<file path="config.mk">
export PLATFORM = sky130hd
export DESIGN_NAME = instr_fetch_unit
export DESIGN_NICKNAME = d
export VERILOG_FILES = /design/src/rtl/instr_fetch_unit_pkg.sv /design/src/rtl/instr_fetch_unit_fetch_timer.sv /design/src/rtl/instr_fetch_unit.sv
export SDC_FILE = /design/constraint.sdc
export NUM_CORES = 1
export LEC_CHECK = 0
export CORE_MARGIN = 2
export CORE_UTILIZATION = 43
export DETAILED_ROUTE_END_ITERATION = 8
export PLACE_DENSITY_LB_ADDON = 0.08
export SLEW_MARGIN = 20
export SYNTH_ARGS = -nofsm -noshare
export SYNTH_HDL_FRONTEND = slang
export SYNTH_HIERARCHICAL = 1
export SYNTH_SLANG_ARGS = --single-unit
export TNS_END_PERCENT = 50
</file>
<file path="constraint.sdc">
create_clock -name clk -period 2.9 [get_ports clk]
set_input_delay 0.435 -clock clk [delete_from_list [all_inputs] [get_ports clk]]
set_output_delay 0.435 -clock clk [all_outputs]
set_load 0.02 [all_outputs]
</file>
<file path="src/rtl/instr_fetch_unit_pkg.sv">
// instr_fetch_unit_pkg: opcode, control-state and fetch-state definitions shared by the fetch unit and Control.
package instr_fetch_unit_pkg;
  localparam int OPCODE_W = 6;
  localparam logic [1:0] F_IDLE = 2'd0;
  localparam logic [1:0] F_REQ  = 2'd1;
  localparam logic [1:0] F_DONE = 2'd2;
  localparam logic [31:0] NOP_INSTR = 32'h0000_0000;
  typedef enum logic [5:0] {
    OP_NOP  = 6'h00,
    OP_J    = 6'h02,
    OP_BEQ  = 6'h04,
    OP_ADDI = 6'h08,
    OP_LW   = 6'h23,
    OP_SW   = 6'h2b
  } opcode_t;
  typedef enum logic [3:0] {
    C_INSTRUCTION_FETCH,
    C_DECODE,
    C_EXECUTE,
    C_MEM_ACCESS,
    C_WRITEBACK
  } ctrl_state_t;
  function automatic logic [OPCODE_W-1:0] opcode_of(input logic [31:0] w);
    return w[31 -: OPCODE_W];
  endfunction
endpackage

</file>
<file path="src/rtl/instr_fetch_unit_fetch_timer.sv">
// fetch_timer: counts F_REQ wait cycles and flags expiry when the memory never answers.
module fetch_timer #(
  parameter int CYCLES = 15
) (
  input  logic clk,
  input  logic rst_n,
  input  logic clear,
  input  logic tick,
  output logic expired
);
  localparam int W = $clog2(CYCLES + 1);
  logic [W-1:0] cnt;
  always_ff @(posedge clk)
    if (!rst_n || clear) cnt <= '0;
    else if (tick) cnt <= cnt + 1'b1;
  // fires in the CYCLES-th waiting cycle; a ready in that cycle suppresses tick, so ready wins
  assign expired = tick && cnt == W'(CYCLES - 1);
endmodule

</file>
<file path="src/rtl/instr_fetch_unit.sv">
// instr_fetch_unit: fetches one instruction per request into the IR and owns the PC.
// Optional wait timeout enabled by defining FETCH_TIMEOUT_EN.
module instr_fetch_unit
  import instr_fetch_unit_pkg::*;
#(
  parameter int ADDR_W = 16,
  parameter int INSTR_W = 32,
  parameter logic [ADDR_W-1:0] RESET_PC = '0,
  parameter int TIMEOUT_CYCLES = 15
) (
  input  logic               clk,
  input  logic               rst_n,
  input  logic               fetch_start,
  input  logic               pc_load,
  input  logic [ADDR_W-1:0]  pc_load_val,
  output logic               mem_req,
  output logic [ADDR_W-1:0]  mem_addr,
  input  logic               mem_ready,
  input  logic [INSTR_W-1:0] mem_rdata,
  output logic [INSTR_W-1:0] instr,
  output logic [5:0]         opcode,
  output logic [ADDR_W-1:0]  pc,
  output logic               ir_valid,
  output logic               fetch_done,
  output logic               busy,
  output logic               redirect_err,
  output logic               fetch_err
);
  logic [1:0] state;
  logic timeout;
  assign mem_req = state == F_REQ;
  assign fetch_done = state == F_DONE;
  assign busy = state != F_IDLE;
  assign mem_addr = pc;
  assign opcode = instr[INSTR_W-1 -: OPCODE_W];
`ifdef FETCH_TIMEOUT_EN
  fetch_timer #(.CYCLES(TIMEOUT_CYCLES)) u_timer (
    .clk(clk),
    .rst_n(rst_n),
    .clear(state != F_REQ),
    .tick(mem_req && !mem_ready),
    .expired(timeout)
  );
  always_ff @(posedge clk)
    if (!rst_n) fetch_err <= 1'b0;
    else if (timeout) fetch_err <= 1'b1;
`else
  assign timeout = 1'b0;
  assign fetch_err = 1'b0;
`endif
  always_ff @(posedge clk) begin
    if (!rst_n) begin
      state <= F_IDLE;
      pc <= RESET_PC;
      instr <= '0;
      ir_valid <= 1'b0;
      redirect_err <= 1'b0;
    end else begin
      if (state == F_IDLE) begin
        if (pc_load) pc <= pc_load_val;
        if (fetch_start) begin
          state <= F_REQ;
          ir_valid <= 1'b0;
        end
      end else if (state == F_REQ) begin
        if (mem_ready) begin
          instr <= mem_rdata;
          pc <= pc + 1'b1;
          state <= F_DONE;
          ir_valid <= 1'b1;
        end else if (timeout) begin
          // substitute a NOP and leave pc alone so Control can proceed
          instr <= INSTR_W'(NOP_INSTR);
          state <= F_DONE;
          ir_valid <= 1'b1;
        end
      end else begin
        state <= F_IDLE;
      end
      if (busy && pc_load) redirect_err <= 1'b1;
    end
  end
endmodule

</file>
==> impl_metrics.toml, run 1 <==
[synthesis]
synth_flop_cell = "dfxtp_1"
synth_edf_count = 0
async_flop_share = 0
ys_ff_latch = 52
synthCells = 327
synth_top_area_cell = "dfxtp_1"
yosys_warnings = 6
avgSynthCellArea_um2 = 7.56
synthDistinctLibCells = 40
ys_seq_area_frac = 0.421
synth_fp_nets = 381
yosysTopAreaCellShare = 0.421
synth_area_um2 = 2470
ys_top_cells_by_area = "dfxtp_1 42%, nand2_1 12%, a21oi_1 8.7%"

[global_routing]
grt_pass1_wl_um = 11000
grt_usage = 0.220
grt_max_degree = 31
overflow = 0
antenna_found_initial = 0
first_global_vias = 2318

[final_layout]
drive_gt1_frac = 0.0473
fillCellCount = 501
utilization = 0.669
area.growth.synth_to_final_pct = 49.9
nets = 476
antenna_cells = 0
regArea_um2 = 1040
final_area_um2 = 3710
multiInputGateArea_um2 = 1150

[detailed_routing]
drt_iter0_drc = 159
ant_nets = 0
vias = 2591
drcViolationCount = 0
routed_wirelength_um = 6970
detail_route.first_pass.iterations = 4
viasPerCell = 5.23
drt-wirelength-per-cell_um = 14.1

[worst_setup_path]
worst_setup_path_end_kind = "output port"
startpoint_type = "flop"
cp.arrival_ns = 2.00
cp_max_fo = 13
crit_required_ns = 2.47
criticalPathCategory = "reg2out"

[pwr]
ir_worst_vdd_mv = 0.288
p_clk_frac = 0.254
p_comb_frac = 0.260
pwr-share-seq = 0.486
p_switching_uw = 512
intPower_mw = 1.15
leakage_nw = 1.26
swShare = 0.309
power.density_nw_per_um2 = 447

[floorplanning]
die_area_um2 = 6380
rows = 27
die_w_um = 79.8
core_area_um2 = 5540
initial_utilization = 0.446
io_pins = 129
fp.dieH_um = 79.8

[timing]
grt_setup_unrepaired = "false"
worst_pin_slew_ns = 0.500
fmax_ghz = 0.411
hold_violations = 0
fin_crit_sh = 0.839
slew_headroom = 0.666
report.final.slew_viol_count = 0
skew_ns = 0.0104
fin_crit_ns = 2.43
setup_viol = 0
fin_tns_setup_ns = 0
hold-worst-slack_ns = 0.458

[place]
hpwlAfterDp_um = 4860
gp_congestion = 0.809
port_buffers = 127
placed_cell_area_um2 = 3620

[clock_tree]
worstSkewPairLatency_ns = 0.31
numClockSinks = 52
cts_tree = "yes"
cts-root-buf = "clkbuf_8"
htreeDepth = 2
cts_hold_buf = 0
post_cts_buffers = 0
path_clk_slew_ns = 0.10
cts_buffer_depth = 2
ctsResizeCount = 0
cts_made_buffers = 5

[outcome]
outcome = "complete, no violations"

[hold_path]
hold_class = "reg2reg"

[run]
max-cap-violations = 0
## cell usage after synthesis, drive strengths merged, types with 4 or more instances
cell type / number
dfxtp: 52
nand2: 81
nand3: 12
mux2i: 4
o21ai: 13
clkbuf: 12
nor4: 8
and2: 6
nor3: 9
nand4: 7
nor2: 11
inv: 6
buf: 33
a21oi: 43
## cells in the final DEF, fill, tap and decap left out, types with 8 or more instances in the layout
| cell | synthesis | final |
|---|---|---|
| clkdlybuf4s50_1 | 0 | 127 |
| nor2_1 | 11 | 10 |
| nor4_1 | 8 | 8 |
| nand3_1 | 11 | 11 |
| nand2_1 | 81 | 81 |
| nor3_1 | 9 | 9 |
| dfxtp_1 | 52 | 52 |
| o21ai_0 | 13 | 13 |
| a21oi_1 | 43 | 43 |
## power by group through the flow
stage | logic, mW | clock network [mW] | registers, mW
finish | 0.432 | 0.421 | 0.806
floorplan | 0.197 | 0 | 0.855
detailed placement | 0.434 | 0 | 0.822
global placement | 0.430 | 0 | 0.820
CTS | 0.435 | 0.433 | 0.806
global route | 0.464 | 0.462 | 0.814
## flip-flops by register name (all words and copies together), names as in the netlist
name / cells
mem_addr: 16
state: 2
redirect_err: 1
ir_valid: 1
instr: 32
## kinds of logic after synthesis
family,synth area share
buf+inv,0.116
compound gates,0.167
mux,0.0207
flops,0.421
other cells,0.00152
simple gates,0.269
fa+ha+maj,0.00506
## final timing paths
path	from	end	cells past startpoint	slack (ns)
max reg2reg	mem_addr[0]$_SDFFE_PN0P_	mem_addr[12]$_SDFFE_PN0P_	5	0.86
max	state[1]$_SDFFE_PN0P_	busy	3	0.47
min	instr[21]$_SDFFE_PN0P_	instr[21]$_SDFFE_PN0P_	2	0.46
min reg2reg	instr[21]$_SDFFE_PN0P_	instr[21]$_SDFFE_PN0P_	2	0.46
## worst max-delay path: stages, from the launching register on
cell	delay [ns]
dfxtp_1	0.57
nor2_2	0.08
inv_1	0.35
clkdlybuf4s50_1	0.69
## through the flow
step	power (mW)	instances	setup slack (ns)
after floorplan	1.05	327	1.03
after CTS	1.67	495	0.461
final	1.66	495	0.468
after global placement	1.25	487	0.641
after detailed placement	1.26	487	0.605
after global routing	1.74	495	0.349
## final cells by class
type	instances	area share
sequential	52	0.281
multi-input combinational	224	0.310
tap	72	0.0243
inverter	6	0.00607
clock inverter	2	0.00439
clock buffer	6	0.0196
timing repair buffer	133	0.355
## layer usage
layer	track usage	wire length, µm	vias to the layer above
li1	-	-	1280
met1	0.284	2990	1194
met2	0.343	3220	106
met3	0.0701	627	11
met4	0.0797	129	0
met5	0	0	-
No activity file was read; power rests on OpenSTA's default activity.
==> inputs of run 2 (changes only) <==
Settings changed: CORE_UTILIZATION 43 to 36.
Clock period 2.9 ns to 2.2 ns, I/O delays scaled along.
==> run 2 against run 1 <==
Compared with the run above: combinational power is 37% higher; final area is 2.6% higher; via count down 0.85%; utilization is 10 points lower; die area rose by 18%; clock skew is 0.00099 ns higher; sequential share of layout area is 0.71 points lower; count of clock-buffer cells in the layout is the same; largest power group unchanged.
==> impl_metrics.toml, run 2 (synthesis results as in run 1) <==
[timing]
hold_violations = 0
fmax_ghz = 0.495
grt_setup_unrepaired = "false"
timing.final.ws_setup_ns = 0.180
report.final.slew_viol_count = 0
fin_crit_ns = 2.02
fin_tns_setup_ns = 0
setup_viol = 0
skew_ns = 0.0114
hold-worst-slack_ns = 0.456
fin_crit_sh = 0.918

[floorplanning]
die_w_um = 86.9
fp.dieH_um = 86.9
initial_utilization = 0.368
io_pins = 129
rows = 30
die_area_um2 = 7550
core_area_um2 = 6720

[detailed_routing]
ant_nets = 0
drcViolationCount = 0
drt-wirelength-per-cell_um = 13.5
routed_wirelength_um = 6930
vias = 2569
viasPerCell = 5.02
detail_route.first_pass.iterations = 4
drt_iter0_drc = 102

[place]
hpwlAfterDp_um = 5050
port_buffers = 127
gp_congestion = 0.803
pre_cts_slack_ns = 0.244

[pwr]
leakage_nw = 1.32
power.total_mw = 2.29
p_comb_frac = 0.258
pwr-share-seq = 0.462
swShare = 0.285
p_clk_frac = 0.280
power.density_nw_per_um2 = 601
ir_worst_vdd_mv = 0.352
p_switching_uw = 651
intPower_mw = 1.63

[clock_tree]
cts-root-buf = "clkbuf_8"
numClockSinks = 52
path_clk_slew_ns = 0.09
cts_hold_buf = 0
post_cts_buffers = 0
worstSkewPairLatency_ns = 0.30
cts_buffer_depth = 2
ctsResizeCount = 0
cts_tree = "yes"
cts_made_buffers = 5
htreeDepth = 2

[worst_setup_path]
cp.arrival_ns = 1.69
path_cells = "nor2b_1, clkdlybuf4s50_1"
crit_required_ns = 1.87
criticalPathCategory = "reg2out"
startpoint_type = "flop"
cp_max_fo = 9
crit_path_max_incr_delay_ns = 0.66
slowest_stage = "clkdlybuf4s50_1"
worst_setup_path_end_kind = "output port"

[final_layout]
final_cell_mix = "127 x clkdlybuf4s50_1, 81 x nand2_1, 52 x dfxtp_1"
fillCellCount = 658
regArea_um2 = 1040
multiInputGateArea_um2 = 1150
area.growth.synth_to_final_pct = 53.8
largest_reg_flops = 32
antenna_cells = 0
utilization = 0.566
nets = 485
regMostFlops = "instr"
final_common_cell = "clkdlybuf4s50_1"
drive_gt1_frac = 0.0671

[global_routing]
first_global_vias = 2246
grt_pass1_wl_um = 11000
grt_max_degree = 31
antenna_found_initial = 0
grt_usage = 0.179
overflow = 0

[run]
max-cap-violations = 0

[hold_path]
hold_class = "reg2reg"

[outcome]
outcome = "complete, no violations"
run 2: cell types whose count changed in the layout (fill, tap and decap cells not counted), sizes merged:
cell / previous run / this run
bufinv: 0 / 1
clkinvlp: 1 / 0
buf: 6 / 15
run 2: worst paths after layout:
check	from	end	slack (ns)	depth (start not counted)
max	state[0]$_SDFFE_PN0P_	mem_req	0.18	2
min	instr[23]$_SDFFE_PN0P_	instr[23]$_SDFFE_PN0P_	0.46	2
max reg2reg	mem_addr[8]$_SDFFE_PN0P_	mem_addr[12]$_SDFFE_PN0P_	0.39	4
min reg2reg	instr[23]$_SDFFE_PN0P_	instr[23]$_SDFFE_PN0P_	0.46	2
run 2: through the flow:
stage               instance area, µm²  cells
detailed placement                3700    504
global route                      3800    512
CTS                               3800    512
global placement                  3700    504
floorplan                         2470    327
finish                            3800    512
run 2: power groups by stage:
stage	Clock (mW)	Combinational, mW	Sequential [mW]
3_5_place_dp	0	0.592	1.08
2_1_floorplan	0	0.260	1.13
5_1_grt	0.701	0.633	1.07
3_3_place_gp	0	0.590	1.08
6_report	0.640	0.590	1.06
4_1_cts	0.669	0.595	1.06
run 2: cell type report:
type / instances / share of cell area
Timing Repair Buffer: 142 / 0.364
Multi-Input combinational cell: 224 / 0.302
Sequential cell: 52 / 0.274
Tap cell: 80 / 0.0263
Clock buffer: 6 / 0.0191
Clock inverter: 2 / 0.00921
Inverter: 6 / 0.00592
run 2: worst max-delay path: cells and delay by family (launching register included):
kind                   cells  cell delay (ns)
buffers and inverters      1             0.66
DFF                        1             0.50
and+or+nand+nor            1             0.25
run 2: metal layers:
layer	vias up	share of wire	GRT usage
met5	-	0	0
met1	1166	0.46	0.251
met2	95	0.46	0.282
li1	1306	-	-
met4	0	0.0039	0.0341
met3	2	0.077	0.0445
==> inputs of run 3 (changes only) <==
Settings changed: ABC_AREA set to 1, CORE_UTILIZATION 36 to 40, PLACE_DENSITY_LB_ADDON 0.08 to 0.12.
Clock period 2.2 ns to 2.1 ns, I/O delays scaled along.
==> run 3 against run 2 <==
Compared with the run above: highest routed layer unchanged; utilization rose by 4.1 points; sequential share of layout area fell by 0.19 points; synthesized area rose by 4.9%; largest power group unchanged; final cell count rose by 7.0%; clock skew fell by 0.0027 ns; critical path depth rose by 1; clock power fell by 5.2%; sequential power rose by 4%; worst hold slack improved by 0.0099 ns.
==> impl_metrics.toml, run 3 <==
[outcome]
outcome = "complete, no violations"

[place]
port_buffers = 127
gp_congestion = 0.865
hpwlAfterDp_um = 5090
placed_cell_area_um2 = 3740
dp_cells = 540

[detailed_routing]
drcViolationCount = 0
vias = 2718
detail_route.first_pass.iterations = 4
drt_iter0_drc = 129
routed_wirelength_um = 7170
ant_nets = 0
viasPerCell = 4.96
drt-wirelength-per-cell_um = 13.1

[clock_tree]
worstSkewPairLatency_ns = 0.31
cts_tree = "yes"
cts_buffer_depth = 2
numClockSinks = 52
path_clk_slew_ns = 0.10
cts_made_buffers = 5
cts_hold_buf = 0
htreeDepth = 2
ctsResizeCount = 0
cts-root-buf = "clkbuf_8"
post_cts_buffers = 0

[floorplanning]
die_area_um2 = 7150
rows = 29
io_pins = 129
initial_utilization = 0.411
core_area_um2 = 6310
fp.dieH_um = 84.5
die_w_um = 84.5

[synthesis]
synth_fp_nets = 427
synth_commonest_cells = "90 x nand2_1, 52 x dfxtp_1, 48 x a21oi_1, 48 x nand3_1, 33 x nor2_1"
async_flop_share = 0
synth_edf_count = 0
ys_seq_area_frac = 0.401
synth_top_area_cell = "dfxtp_1"
ys_ff_latch = 52
avgSynthCellArea_um2 = 6.96
yosys_warnings = 6
ys_top_cells_by_area = "dfxtp_1 40%, nand2_1 13%, a21oi_1 9.3%"
synthDistinctLibCells = 28
yosysMostFrequentCell = "nand2_1"
synth_area_um2 = 2590
yosysTopAreaCellShare = 0.401
synthCells = 373
synth_flop_cell = "dfxtp_1"

[worst_setup_path]
crit_required_ns = 1.78
r2r_cells = 8
startpoint_type = "flop"
worst_setup_path_end_kind = "output port"
crit_family = "buffers and inverters"
r2r-start = "mem_addr[0]$_SDFFE_PN0P_"
cp.arrival_ns = 1.57
path_cells = "nor2_4, inv_2, clkdlybuf4s50_1"
r2r_end = "mem_addr[10]$_SDFFE_PN0P_"
crit_path_max_incr_delay_ns = 0.54
slowest_stage = "clkdlybuf4s50_1"
worstPathBufferInverterCount = 2
reg2reg_slack_ns = 0.56
cp_max_fo = 16
criticalPathCategory = "reg2out"

[run]
max-cap-violations = 0

[final_layout]
antenna_cells = 0
final_area_um2 = 3830
drive_gt1_frac = 0.0510
nets = 524
largest_reg_flops = 32
final_cell_mix = "127 x clkdlybuf4s50_1, 90 x nand2_1, 52 x dfxtp_1"
area.growth.synth_to_final_pct = 47.6
regMostFlops = "instr"
final_common_cell = "clkdlybuf4s50_1"
fillCellCount = 616
final_cells = 548
regArea_um2 = 1040
multiInputGateArea_um2 = 1190

[timing]
fin_crit_sh = 0.899
hold-worst-slack_ns = 0.465
skew_ns = 0.00873
report.final.slew_viol_count = 0
fin_tns_setup_ns = 0
hold_violations = 0
grt_setup_unrepaired = "false"
fin_crit_ns = 1.89
setup_viol = 0
fmax_ghz = 0.530

[pwr]
ir_worst_vdd_mv = 0.370
leakage_nw = 1.39
power.density_nw_per_um2 = 614
power.total_mw = 2.35

[global_routing]
antenna_found_initial = 0
grt_usage = 0.201
grt_pass1_wl_um = 11900
first_global_vias = 2588
grt_max_degree = 37
overflow = 0

[hold_path]
hold_depth = 2
worst_hold_path.endpoint = "instr[25]$_SDFFE_PN0P_"
hold_class = "reg2reg"
worstHoldStart = "instr[25]$_SDFFE_PN0P_"
==> run 3: changes by cell type after synthesis, moves of 5 or more <==
cell / before / now
nand3_1: 11 / 48
nor2_1: 11 / 33
inv_1: 5 / 20
nand2_1: 81 / 90
nor3_1: 9 / 1
nor4_1: 8 / 0
and2_1: 6 / 0
a21oi_1: 43 / 48
o21ai_0: 13 / 18
==> run 3: cell type report <==
| class | count | area share |
|---|---|---|
| Inverter | 23 | 0.0238 |
| Clock inverter | 3 | 0.00653 |
| Sequential cell | 52 | 0.272 |
| Tap cell | 77 | 0.0252 |
| Timing Repair Buffer | 133 | 0.344 |
| Multi-Input combinational cell | 255 | 0.311 |
| Clock buffer | 5 | 0.0180 |
==> run 3: worst min-delay path: stages, from the launching register on <==
cell and delay [ns]:
dfxtp_1 0.32, nand2_1 0.06, a21oi_1 0.05
==> run 3: layer usage <==
metal / routed length [µm] / global-route usage / vias to the layer above
li1: - / - / 1383
met1: 2900 / 0.237 / 1238
met2: 3590 / 0.353 / 95
met3: 644 / 0.0747 / 2
met4: 29 / 0.0390 / 0
met5: 0 / 0 / -
==> run 3: where the power goes <==
group / internal [mW] / leakage, nW / switching, mW / total [mW]
Combinational: 0.311 / 0.920 / 0.328 / 0.639
Sequential: 1.04 / 0.424 / 0.0634 / 1.10
Clock: 0.244 / 0.0452 / 0.363 / 0.607
Total: 1.60 / 1.39 / 0.754 / 2.35
==> run 3: cell families (layout without fill, tap and decap cells) <==
| kind of cell | Yosys count | count (layout) | synth area share |
|---|---|---|---|
| other cells | 1 | 1 | 0.00145 |
| simple gates | 181 | 181 | 0.308 |
| flops | 52 | 52 | 0.401 |
| compound gates | 71 | 71 | 0.142 |
| fa+ha+maj | 1 | 1 | 0.00482 |
| xor+xnor | 1 | 1 | 0.00338 |
| buf+inv | 66 | 164 | 0.140 |
==> run 3: stage by stage <==
stage | setup WS [ns] | util
detailed placement | 0.430 | 0.592
global route | 0.122 | 0.607
floorplan | 0.627 | -
CTS | 0.196 | 0.607
finish | 0.213 | 0.607
global placement | 0.462 | 0.592
==> run 3: how the worst max path moves through the flow <==
| stage | endpoint | start | cells past startpoint | slack (ns) |
|---|---|---|---|---|
| after global placement | mem_addr[4]$_SDFFE_PN0P_ | mem_ready | 7 | 0.46 |
| after CTS | busy | state[1]$_SDFFE_PN0P_ | 3 | 0.20 |
| final | busy | state[1]$_SDFFE_PN0P_ | 3 | 0.21 |
| after detailed placement | instr[3]$_SDFFE_PN0P_ | mem_ready | 4 | 0.43 |
| after global routing | busy | state[0]$_SDFFE_PN0P_ | 3 | 0.12 |
| after floorplan | mem_addr[10]$_SDFFE_PN0P_ | mem_addr[0]$_SDFFE_PN0P_ | 8 | 0.63 |
